<file path="config.mk">
export PLATFORM = sky130hd
export DESIGN_NAME = branch_redirect_unit
export DESIGN_NICKNAME = d
export VERILOG_FILES = /design/src/rtl/branch_redirect_unit_pkg.sv /design/src/rtl/bru_upd_fifo.sv /design/src/rtl/branch_redirect_unit.sv
export SDC_FILE = /design/constraint.sdc
export NUM_CORES = 1
export LEC_CHECK = 0
export ABC_AREA = 1
export CAP_MARGIN = 10
export CORE_MARGIN = 2
export CORE_UTILIZATION = 40
export DETAILED_ROUTE_END_ITERATION = 6
export GPL_TIMING_DRIVEN = 1
export PLACE_DENSITY = 0.66
export SYNTH_ARGS = -nofsm -noshare
export SYNTH_HDL_FRONTEND = slang
export SYNTH_SLANG_ARGS = --single-unit
</file>
<file path="constraint.sdc">
create_clock -name clk -period 4.9 [get_ports clk]
set_input_delay 1.225 -clock clk [delete_from_list [all_inputs] [get_ports clk]]
set_output_delay 1.225 -clock clk [all_outputs]
set_load 0.02 [all_outputs]
</file>
<file path="src/rtl/branch_redirect_unit_pkg.sv">
// Shared definitions for the branch redirect unit: repair-action bit positions,
// checkpoint layout, FSM encodings and a saturating counter helper.
package branch_redirect_unit_pkg;

    localparam int REPAIR_ACTION_W = 4;
    localparam int RA_NEED_REPAIR  = 0;
    localparam int RA_CALL         = 1;
    localparam int RA_RET          = 2;
    localparam int RA_COND         = 3;

    localparam int DEF_GHR_W      = 8;
    localparam int DEF_RAS_PTR_W  = 3;
    localparam int DEF_UPD_DEPTH  = 4;

    // Checkpoint is {rasPtr, ghr}: ghr starts at bit 0, rasPtr sits directly above it.
    localparam int CKPT_GHR_LSB   = 0;

    typedef enum logic [1:0] {
        ST_IDLE     = 2'd0,
        ST_PEND_BR  = 2'd1,
        ST_PEND_EXC = 2'd2
    } bru_state_e;

    function automatic logic [31:0] sat_inc32(input logic [31:0] value);
        return (value == 32'hFFFF_FFFF) ? value : value + 32'd1;
    endfunction

endpackage

</file>
<file path="src/rtl/bru_upd_fifo.sv">
// Training-update FIFO: synchronous storage, async active-low reset, and a
// combinational drop flag for pushes that arrive while full with no pop.
module bru_upd_fifo
#(
    parameter int DEPTH  = 4,
    parameter int DATA_W = 65
)
(
    input  logic              clk,
    input  logic              rst_n,
    input  logic              enq,
    input  logic [DATA_W-1:0] enq_data,
    input  logic              deq_ready,
    output logic              head_valid,
    output logic [DATA_W-1:0] head_data,
    output logic              drop
);

    localparam int PTR_W = $clog2(DEPTH);
    localparam int CNT_W = PTR_W + 1;

    logic [DATA_W-1:0] mem_r [DEPTH];
    logic [PTR_W-1:0]  wr_ptr_r;
    logic [PTR_W-1:0]  rd_ptr_r;
    logic [CNT_W-1:0]  count_r;
    logic              full_s;
    logic              deq_s;
    logic              push_s;

    // A pop in the same cycle frees the slot, so a full FIFO still accepts.
    assign full_s     = (count_r == CNT_W'(DEPTH));
    assign head_valid = (count_r != {CNT_W{1'b0}});
    assign deq_s      = head_valid && deq_ready;
    assign push_s     = enq && (!full_s || deq_s);
    assign drop       = enq && full_s && !deq_s;
    assign head_data  = head_valid ? mem_r[rd_ptr_r] : {DATA_W{1'b0}};

    // Pointer and occupancy bookkeeping.
    always_ff @(posedge clk or negedge rst_n) begin
        if (!rst_n) begin
            wr_ptr_r <= {PTR_W{1'b0}};
            rd_ptr_r <= {PTR_W{1'b0}};
            count_r  <= {CNT_W{1'b0}};
        end else begin
            if (push_s) begin
                wr_ptr_r <= wr_ptr_r + PTR_W'(1);
            end
            if (deq_s) begin
                rd_ptr_r <= rd_ptr_r + PTR_W'(1);
            end
            case ({push_s, deq_s})
                2'b10:   count_r <= count_r + CNT_W'(1);
                2'b01:   count_r <= count_r - CNT_W'(1);
                default: count_r <= count_r;
            endcase
        end
    end

    // Entry storage; contents are qualified by head_valid so no reset is needed.
    always_ff @(posedge clk) begin
        if (push_s) begin
            mem_r[wr_ptr_r] <= enq_data;
        end
    end

endmodule

</file>
<file path="src/rtl/branch_redirect_unit.sv">
// Front-end redirect/restore/training hub fed by branch amend and CP0 flush.
// Define BRU_PERF_CNT_EN to build the saturating performance counters.
module branch_redirect_unit
    import branch_redirect_unit_pkg::*;
#(
    parameter int GHR_W     = DEF_GHR_W,
    parameter int RAS_PTR_W = DEF_RAS_PTR_W,
    parameter int UPD_DEPTH = DEF_UPD_DEPTH
)
(
    input  logic                         clk,
    input  logic                         rst,
    input  logic                         CP0_excOccur_w_i,
    input  logic [31:0]                  CP0_excDest_w_i,
    input  logic                         SBA_flush_w_i,
    input  logic [31:0]                  SBA_erroVAddr_w_i,
    input  logic [31:0]                  SBA_corrDest_w_i,
    input  logic                         SBA_corrTake_w_i,
    input  logic [GHR_W+RAS_PTR_W-1:0]   SBA_checkPoint_w_i,
    input  logic [REPAIR_ACTION_W-1:0]   SBA_repairAction_w_i,
    input  logic                         FET_redirectReady_w_i,
    output logic                         BRU_redirectValid_w_o,
    output logic [31:0]                  BRU_redirectPC_w_o,
    output logic                         BRU_frontFlush_w_o,
    output logic                         BRU_restoreValid_w_o,
    output logic [GHR_W-1:0]             BRU_restoreGhr_w_o,
    output logic [RAS_PTR_W-1:0]         BRU_restoreRasPtr_w_o,
    output logic                         BRU_updValid_w_o,
    input  logic                         PRD_updReady_w_i,
    output logic [31:0]                  BRU_updPC_w_o,
    output logic [31:0]                  BRU_updDest_w_o,
    output logic                         BRU_updTake_w_o,
    output logic                         BRU_updDrop_w_o,
    output logic [31:0]                  BRU_cntSba_o,
    output logic [31:0]                  BRU_cntExc_o,
    output logic [31:0]                  BRU_cntDrop_o
);

    localparam int CKPT_PTR_LSB = CKPT_GHR_LSB + GHR_W;
    localparam int UPD_W        = 65;

    bru_state_e             state_r;
    logic                   redirect_valid_r;
    logic [31:0]            redirect_pc_r;
    logic                   front_flush_r;
    logic                   restore_valid_r;
    logic [GHR_W-1:0]       restore_ghr_r;
    logic [RAS_PTR_W-1:0]   restore_ptr_r;

    logic                   sba_evt_s;
    logic                   exc_evt_s;
    logic                   sba_capture_s;
    logic [GHR_W-1:0]       ckpt_ghr_s;
    logic [RAS_PTR_W-1:0]   ckpt_ptr_s;
    logic [GHR_W-1:0]       next_ghr_s;
    logic [RAS_PTR_W-1:0]   next_ptr_s;
    logic [31:0]            br_target_s;
    logic [UPD_W-1:0]       upd_head_s;
    logic                   upd_drop_s;

    assign sba_evt_s     = SBA_flush_w_i && SBA_repairAction_w_i[RA_NEED_REPAIR];
    assign exc_evt_s     = CP0_excOccur_w_i;
    // A pending exception redirect shadows any branch correction until accepted.
    assign sba_capture_s = sba_evt_s && !exc_evt_s && (state_r != ST_PEND_EXC);
    assign ckpt_ghr_s    = SBA_checkPoint_w_i[CKPT_GHR_LSB +: GHR_W];
    assign ckpt_ptr_s    = SBA_checkPoint_w_i[CKPT_PTR_LSB +: RAS_PTR_W];

    // Repaired history/pointer and corrected fetch target for a branch capture.
    always_comb begin
        next_ghr_s  = ckpt_ghr_s;
        next_ptr_s  = ckpt_ptr_s;
        br_target_s = SBA_erroVAddr_w_i + 32'd8;
        if (SBA_repairAction_w_i[RA_COND]) begin
            next_ghr_s = {ckpt_ghr_s[GHR_W-2:0], SBA_corrTake_w_i};
        end else begin
            next_ghr_s = ckpt_ghr_s;
        end
        if (SBA_repairAction_w_i[RA_CALL]) begin
            next_ptr_s = ckpt_ptr_s + RAS_PTR_W'(1);
        end else if (SBA_repairAction_w_i[RA_RET]) begin
            next_ptr_s = ckpt_ptr_s - RAS_PTR_W'(1);
        end else begin
            next_ptr_s = ckpt_ptr_s;
        end
        if (SBA_corrTake_w_i) begin
            br_target_s = SBA_corrDest_w_i;
        end else begin
            br_target_s = SBA_erroVAddr_w_i + 32'd8;
        end
    end

    // Redirect FSM with its registered outputs.
    always_ff @(posedge clk or negedge rst) begin
        if (!rst) begin
            state_r          <= ST_IDLE;
            redirect_valid_r <= 1'b0;
            redirect_pc_r    <= 32'd0;
            front_flush_r    <= 1'b0;
            restore_valid_r  <= 1'b0;
            restore_ghr_r    <= {GHR_W{1'b0}};
            restore_ptr_r    <= {RAS_PTR_W{1'b0}};
        end else begin
            front_flush_r   <= 1'b0;
            restore_valid_r <= 1'b0;
            if (exc_evt_s) begin
                state_r          <= ST_PEND_EXC;
                redirect_valid_r <= 1'b1;
                redirect_pc_r    <= CP0_excDest_w_i;
                front_flush_r    <= 1'b1;
            end else if (sba_capture_s) begin
                state_r          <= ST_PEND_BR;
                redirect_valid_r <= 1'b1;
                redirect_pc_r    <= br_target_s;
                front_flush_r    <= 1'b1;
                restore_valid_r  <= 1'b1;
                restore_ghr_r    <= next_ghr_s;
                restore_ptr_r    <= next_ptr_s;
            end else begin
                case (state_r)
                    ST_IDLE: begin
                        state_r <= ST_IDLE;
                    end
                    ST_PEND_BR, ST_PEND_EXC: begin
                        if (FET_redirectReady_w_i) begin
                            state_r          <= ST_IDLE;
                            redirect_valid_r <= 1'b0;
                        end
                    end
                    default: begin
                        state_r          <= ST_IDLE;
                        redirect_valid_r <= 1'b0;
                    end
                endcase
            end
        end
    end

    bru_upd_fifo #(
        .DEPTH  (UPD_DEPTH),
        .DATA_W (UPD_W)
    ) u_upd_fifo (
        .clk        (clk),
        .rst_n      (rst),
        .enq        (sba_evt_s),
        .enq_data   ({SBA_erroVAddr_w_i, SBA_corrDest_w_i, SBA_corrTake_w_i}),
        .deq_ready  (PRD_updReady_w_i),
        .head_valid (BRU_updValid_w_o),
        .head_data  (upd_head_s),
        .drop       (upd_drop_s)
    );

    assign BRU_updPC_w_o         = upd_head_s[64:33];
    assign BRU_updDest_w_o       = upd_head_s[32:1];
    assign BRU_updTake_w_o       = upd_head_s[0];
    assign BRU_updDrop_w_o       = upd_drop_s;
    assign BRU_redirectValid_w_o = redirect_valid_r;
    assign BRU_redirectPC_w_o    = redirect_pc_r;
    assign BRU_frontFlush_w_o    = front_flush_r;
    assign BRU_restoreValid_w_o  = restore_valid_r;
    assign BRU_restoreGhr_w_o    = restore_ghr_r;
    assign BRU_restoreRasPtr_w_o = restore_ptr_r;

`ifdef BRU_PERF_CNT_EN
    logic [31:0] cnt_sba_r;
    logic [31:0] cnt_exc_r;
    logic [31:0] cnt_drop_r;

    // Saturating event counters.
    always_ff @(posedge clk or negedge rst) begin
        if (!rst) begin
            cnt_sba_r  <= 32'd0;
            cnt_exc_r  <= 32'd0;
            cnt_drop_r <= 32'd0;
        end else begin
            if (sba_capture_s) begin
                cnt_sba_r <= sat_inc32(cnt_sba_r);
            end
            if (exc_evt_s) begin
                cnt_exc_r <= sat_inc32(cnt_exc_r);
            end
            if (upd_drop_s) begin
                cnt_drop_r <= sat_inc32(cnt_drop_r);
            end
        end
    end

    assign BRU_cntSba_o  = cnt_sba_r;
    assign BRU_cntExc_o  = cnt_exc_r;
    assign BRU_cntDrop_o = cnt_drop_r;
`else
    assign BRU_cntSba_o  = 32'd0;
    assign BRU_cntExc_o  = 32'd0;
    assign BRU_cntDrop_o = 32'd0;
`endif

endmodule

</file>
==> results by group <==
Logic synthesis
  – Post-synthesis cell type count: 36
  – Primary flip-flop cell chosen by synthesis mapping: edfxtp_1
  – Number of storage elements in the synthesis netlist: 315
  – Yosys warnings: 0
  – Main combinational cell family by area after synthesis: simple AND/OR/NAND/NOR gates
  – Proportion of synthesized area in mux cells: 0%
  – Share of the synthesized area in compound gates (AO/OA/AOI/OAI): roughly 10%
  – Post-synthesis async set-or-reset flop share: between 10% and 20%
  – Syn avg cell area: 10.2 µm²
  – Mapped Area: between 10,000 and 15,000 µm²
  – Post-synthesis simple-gate area fraction: between 10% and 20%
  – Synth Area in Adders: 0.913%
  – Number of enable flip-flop cells after synthesis: 260
  – Gate count after technology mapping: 1,422
  – Synth Area in XOR/XNOR: less than 1%
  – Sequential fraction of the synthesis area: approximately 63%

Critical path
  – Setup crit start: u_upd_fifo.rd_ptr_r[1]
  – Flop-to-flop setup slack: ~2.4 ns
  – Crit start category: flop
  – Critical path required time: between 3 and 4 ns
  – Startpoint of the most critical register-to-register path: u_upd_fifo.count_r[0]
  – Max Fanout on Critical Path: 38
  – Depth of the most critical reg-to-reg path: 5
  – Worst Setup EP: BRU_updDest_w_o[3]
  – Critical path class: reg2out
  – Critical R2R Capture: u_upd_fifo.mem_r[3][49]
  – Category of the worst setup path capture point: output port
  – Worst path arrival time: between 2 and 3 ns

Route
  – Vias per inst: 5.03
  – Post-Route WL: ~42,000 µm
  – Mean routed wirelength per cell: about 20 µm
  – Antenna violation net count after detailed routing: 0
  – Post-route DRC violation count: 0
  – Number of detailed-routing iterations run before antenna repair: 5
  – Number of vias after detailed routing: 10,700
  – Iteration-0 DRC count of the detailed router: approximately 860

CTS
  – Total clock buffers created by CTS: 34
  – CTS HTree Levels: 2
  – Clock tree sinks: 315
  – CTS Hold Bufs: 0
  – Post-CTS setup-driven buffer insertion count: 0
  – Post-CTS clock slew at the launch and capture registers of the worst setup and hold paths: 0.06 ns
  – Source-to-sink clock delay at the later pin of the worst-skew pair: 0.51 ns
  – CTS root buf: clkbuf_16
  – Count of instances resized after the clock tree is built: 0
  – TritonCTS clock tree: yes
  – Max Root-Sink Buffers: 3

STA
  – Min Tclk post-route: roughly 4.2 ns
  – Pins over their slew limit: 0
  – Final hold violation count: 0
  – Share of the clock period used by the worst path after layout: 85.4%
  – RSZ-0062 raised after global routing: no
  – Post-layout worst setup margin: between 0.7 and 0.8 ns
  – Final setup violation count: 0
  – Clock Skew: 0.0195 ns
  – Worst Max-Slew Pin Slew: 1.01 ns
  – F_max: 239 MHz
  – Worst slew margin: 32.7%

Placement
  – Worst-case setup slack after placement: 1.08 ns
  – Number of placed instances with taps included: 2,058
  – HPWL Detailed: 27,400 µm
  – Weighted congestion reported at the end of routability-driven placement: 0.889
  – Count of input and output buffers: 230

Cells and area
  – Number of filler cells placed in the layout: 3,166
  – Number of nets at the end of the flow: 1,761
  – Register area: 9190 µm²
  – Growth of design area from synthesis to finish: 24.0%
  – Commonest non-fill, non-tap cells in the layout: nor2_1, edfxtp_1, clkdlybuf4s50_1
  – Number of standard cells in the final layout excluding fillers: 2,120
  – Area of the multi-input gates: 4480 µm²
  – Layout cell share with drive strength beyond 1: 6.22%
  – Most common cell after layout, fill and taps aside: nor2_1

Floorplan
  – Starting utilization of the core area: 40.7%
  – Die W: a little under 200 µm
  – Die outline area: around 38,000 µm²
  – Die span in y: 195 µm
  – Num rows: 69
  – # IOs: 327
  – Core area: roughly 36,000 µm²

Power and ir drop
  – Pleak: around 0.0067 µW
  – Worst-case vdd ir drop: ~0.32 mV
  – Pwr/cell area: 545 nW/µm²

Global route
  – Pin count of the biggest net entering global routing: 132
  – All-Layer GR Usage: 21.5%
  – Global-route wire length before repair: between 60,000 and 70,000 µm
  – Total global routing overflow: 0
  – Antenna violations before repair: 2
  – Via count of the first global-routing pass: 10,200

Outcome
  – Result of the run: completed

Job
  – Number of maximum-capacitance violations: 0

Worst hold path
  – Path type of the worst min-delay path: reg2reg
## stage by stage
| step | instance area, µm² | hold slack (ns) | utilization [%] | TNS [ns] | power, µW |
|---|---|---|---|---|---|
| 6_report | 18000 | 0.479 | 50.5 | 0 | 9810 |
| 3_5_place_dp | 17000 | 0.469 | 47.5 | 0 | 7490 |
| 4_1_cts | 18000 | 0.487 | 50.5 | 0 | 9900 |
| 3_3_place_gp | 17000 | 0.459 | 47.5 | 0 | 7450 |
| 2_1_floorplan | 14900 | 0.494 | - | -27.39 | 5710 |
| 5_1_grt | 18000 | 0.515 | 50.5 | 0 | 10300 |
## Yosys cell counts (5+ instances only)
cell / n / area [µm²]
a21oi_1: 85 / 425
o21ai_1: 9 / 45.0
nor2_1: 344 / 1290
buf_2: 28 / 140
dfrtp_1: 55 / 1380
o21ai_0: 158 / 791
clkbuf_1: 30 / 113
xnor2_1: 5 / 43.8
ha_1: 9 / 113
buf_4: 100 / 751
inv_1: 48 / 180
nand2_1: 176 / 661
edfxtp_1: 260 / 7810
a31oi_1: 5 / 31.3
nand3_1: 36 / 180
xor2_1: 11 / 96.3
nand2_2: 5 / 31.3
a22o_1: 6 / 52.6
o211ai_1: 8 / 60.1
buf_1: 6 / 22.5
nor2_2: 8 / 50.1
## worst min-delay path by stage
stage                      startpoint                      to  slack [ns]  depth (start not counted)
5_1_grt         BRU_restoreGhr_w_o[4]   BRU_restoreGhr_w_o[4]        0.51                          2
3_3_place_gp    BRU_restoreGhr_w_o[3]   BRU_restoreGhr_w_o[3]        0.46                          2
6_report        BRU_restoreGhr_w_o[3]   BRU_restoreGhr_w_o[3]        0.48                          2
2_1_floorplan  u_upd_fifo.wr_ptr_r[0]  u_upd_fifo.wr_ptr_r[0]        0.49                          1
3_5_place_dp    BRU_restoreGhr_w_o[3]   BRU_restoreGhr_w_o[3]        0.47                          2
4_1_cts         BRU_restoreGhr_w_o[3]   BRU_restoreGhr_w_o[3]        0.49                          2
## sequential cells by signal, indices dropped and copies added, names as in the netlist
signal	cells
BRU_frontFlush_w_o	1
BRU_restoreGhr_w_o	8
u_upd_fifo.wr_ptr_r	2
u_upd_fifo.count_r	3
u_upd_fifo.rd_ptr_r	2
state_r	2
BRU_redirectPC_w_o	32
u_upd_fifo.mem_r	260
BRU_restoreValid_w_o	1
BRU_restoreRasPtr_w_o	3
BRU_redirectValid_w_o	1
## worst max-delay path, cell delays in order, from the launching register on
cell             delay (ns)
dfrtp_2                0.40
inv_2                  0.43
buf_4                  0.54
nor2_1                 0.12
o21ai_0                0.15
a21oi_1                0.19
clkdlybuf4s50_1        0.57
## where the power goes
group	leakage (µW)	internal [µW]	switching (µW)
Combinational	0.00318	1530	2530
Clock	0.000517	1410	994
Sequential	0.00302	3230	118
## metal layers
layer / part of all wire, % / track usage, % / vias to the layer above / routed length (µm)
met4: 3.7 / 9.03 / 0 / 1520
li1: - / - / 5028 / -
met1: 43 / 29.3 / 5088 / 17800
met2: 45 / 33.3 / 462 / 18800
met5: 0 / 0 / - / 0
met3: 8.1 / 4.77 / 76 / 3350
## kinds of logic after synthesis
family | after synthesis
flops | 315
fa+ha+maj | 10
other cells | 1
xor+xnor | 16
simple gates | 585
compound gates | 276
buf+inv | 219
## cell type report
class | count | share of cell area (%)
sequential | 315 | 51.0
multi-input combinational | 983 | 24.9
timing repair buffer | 246 | 13.9
clock buffer | 47 | 5.28
tap | 461 | 3.20
inverter | 53 | 1.13
clock inverter | 13 | 0.521
antenna | 2 | 0.0278
Note: power is estimated with default switching activity, not from simulation.
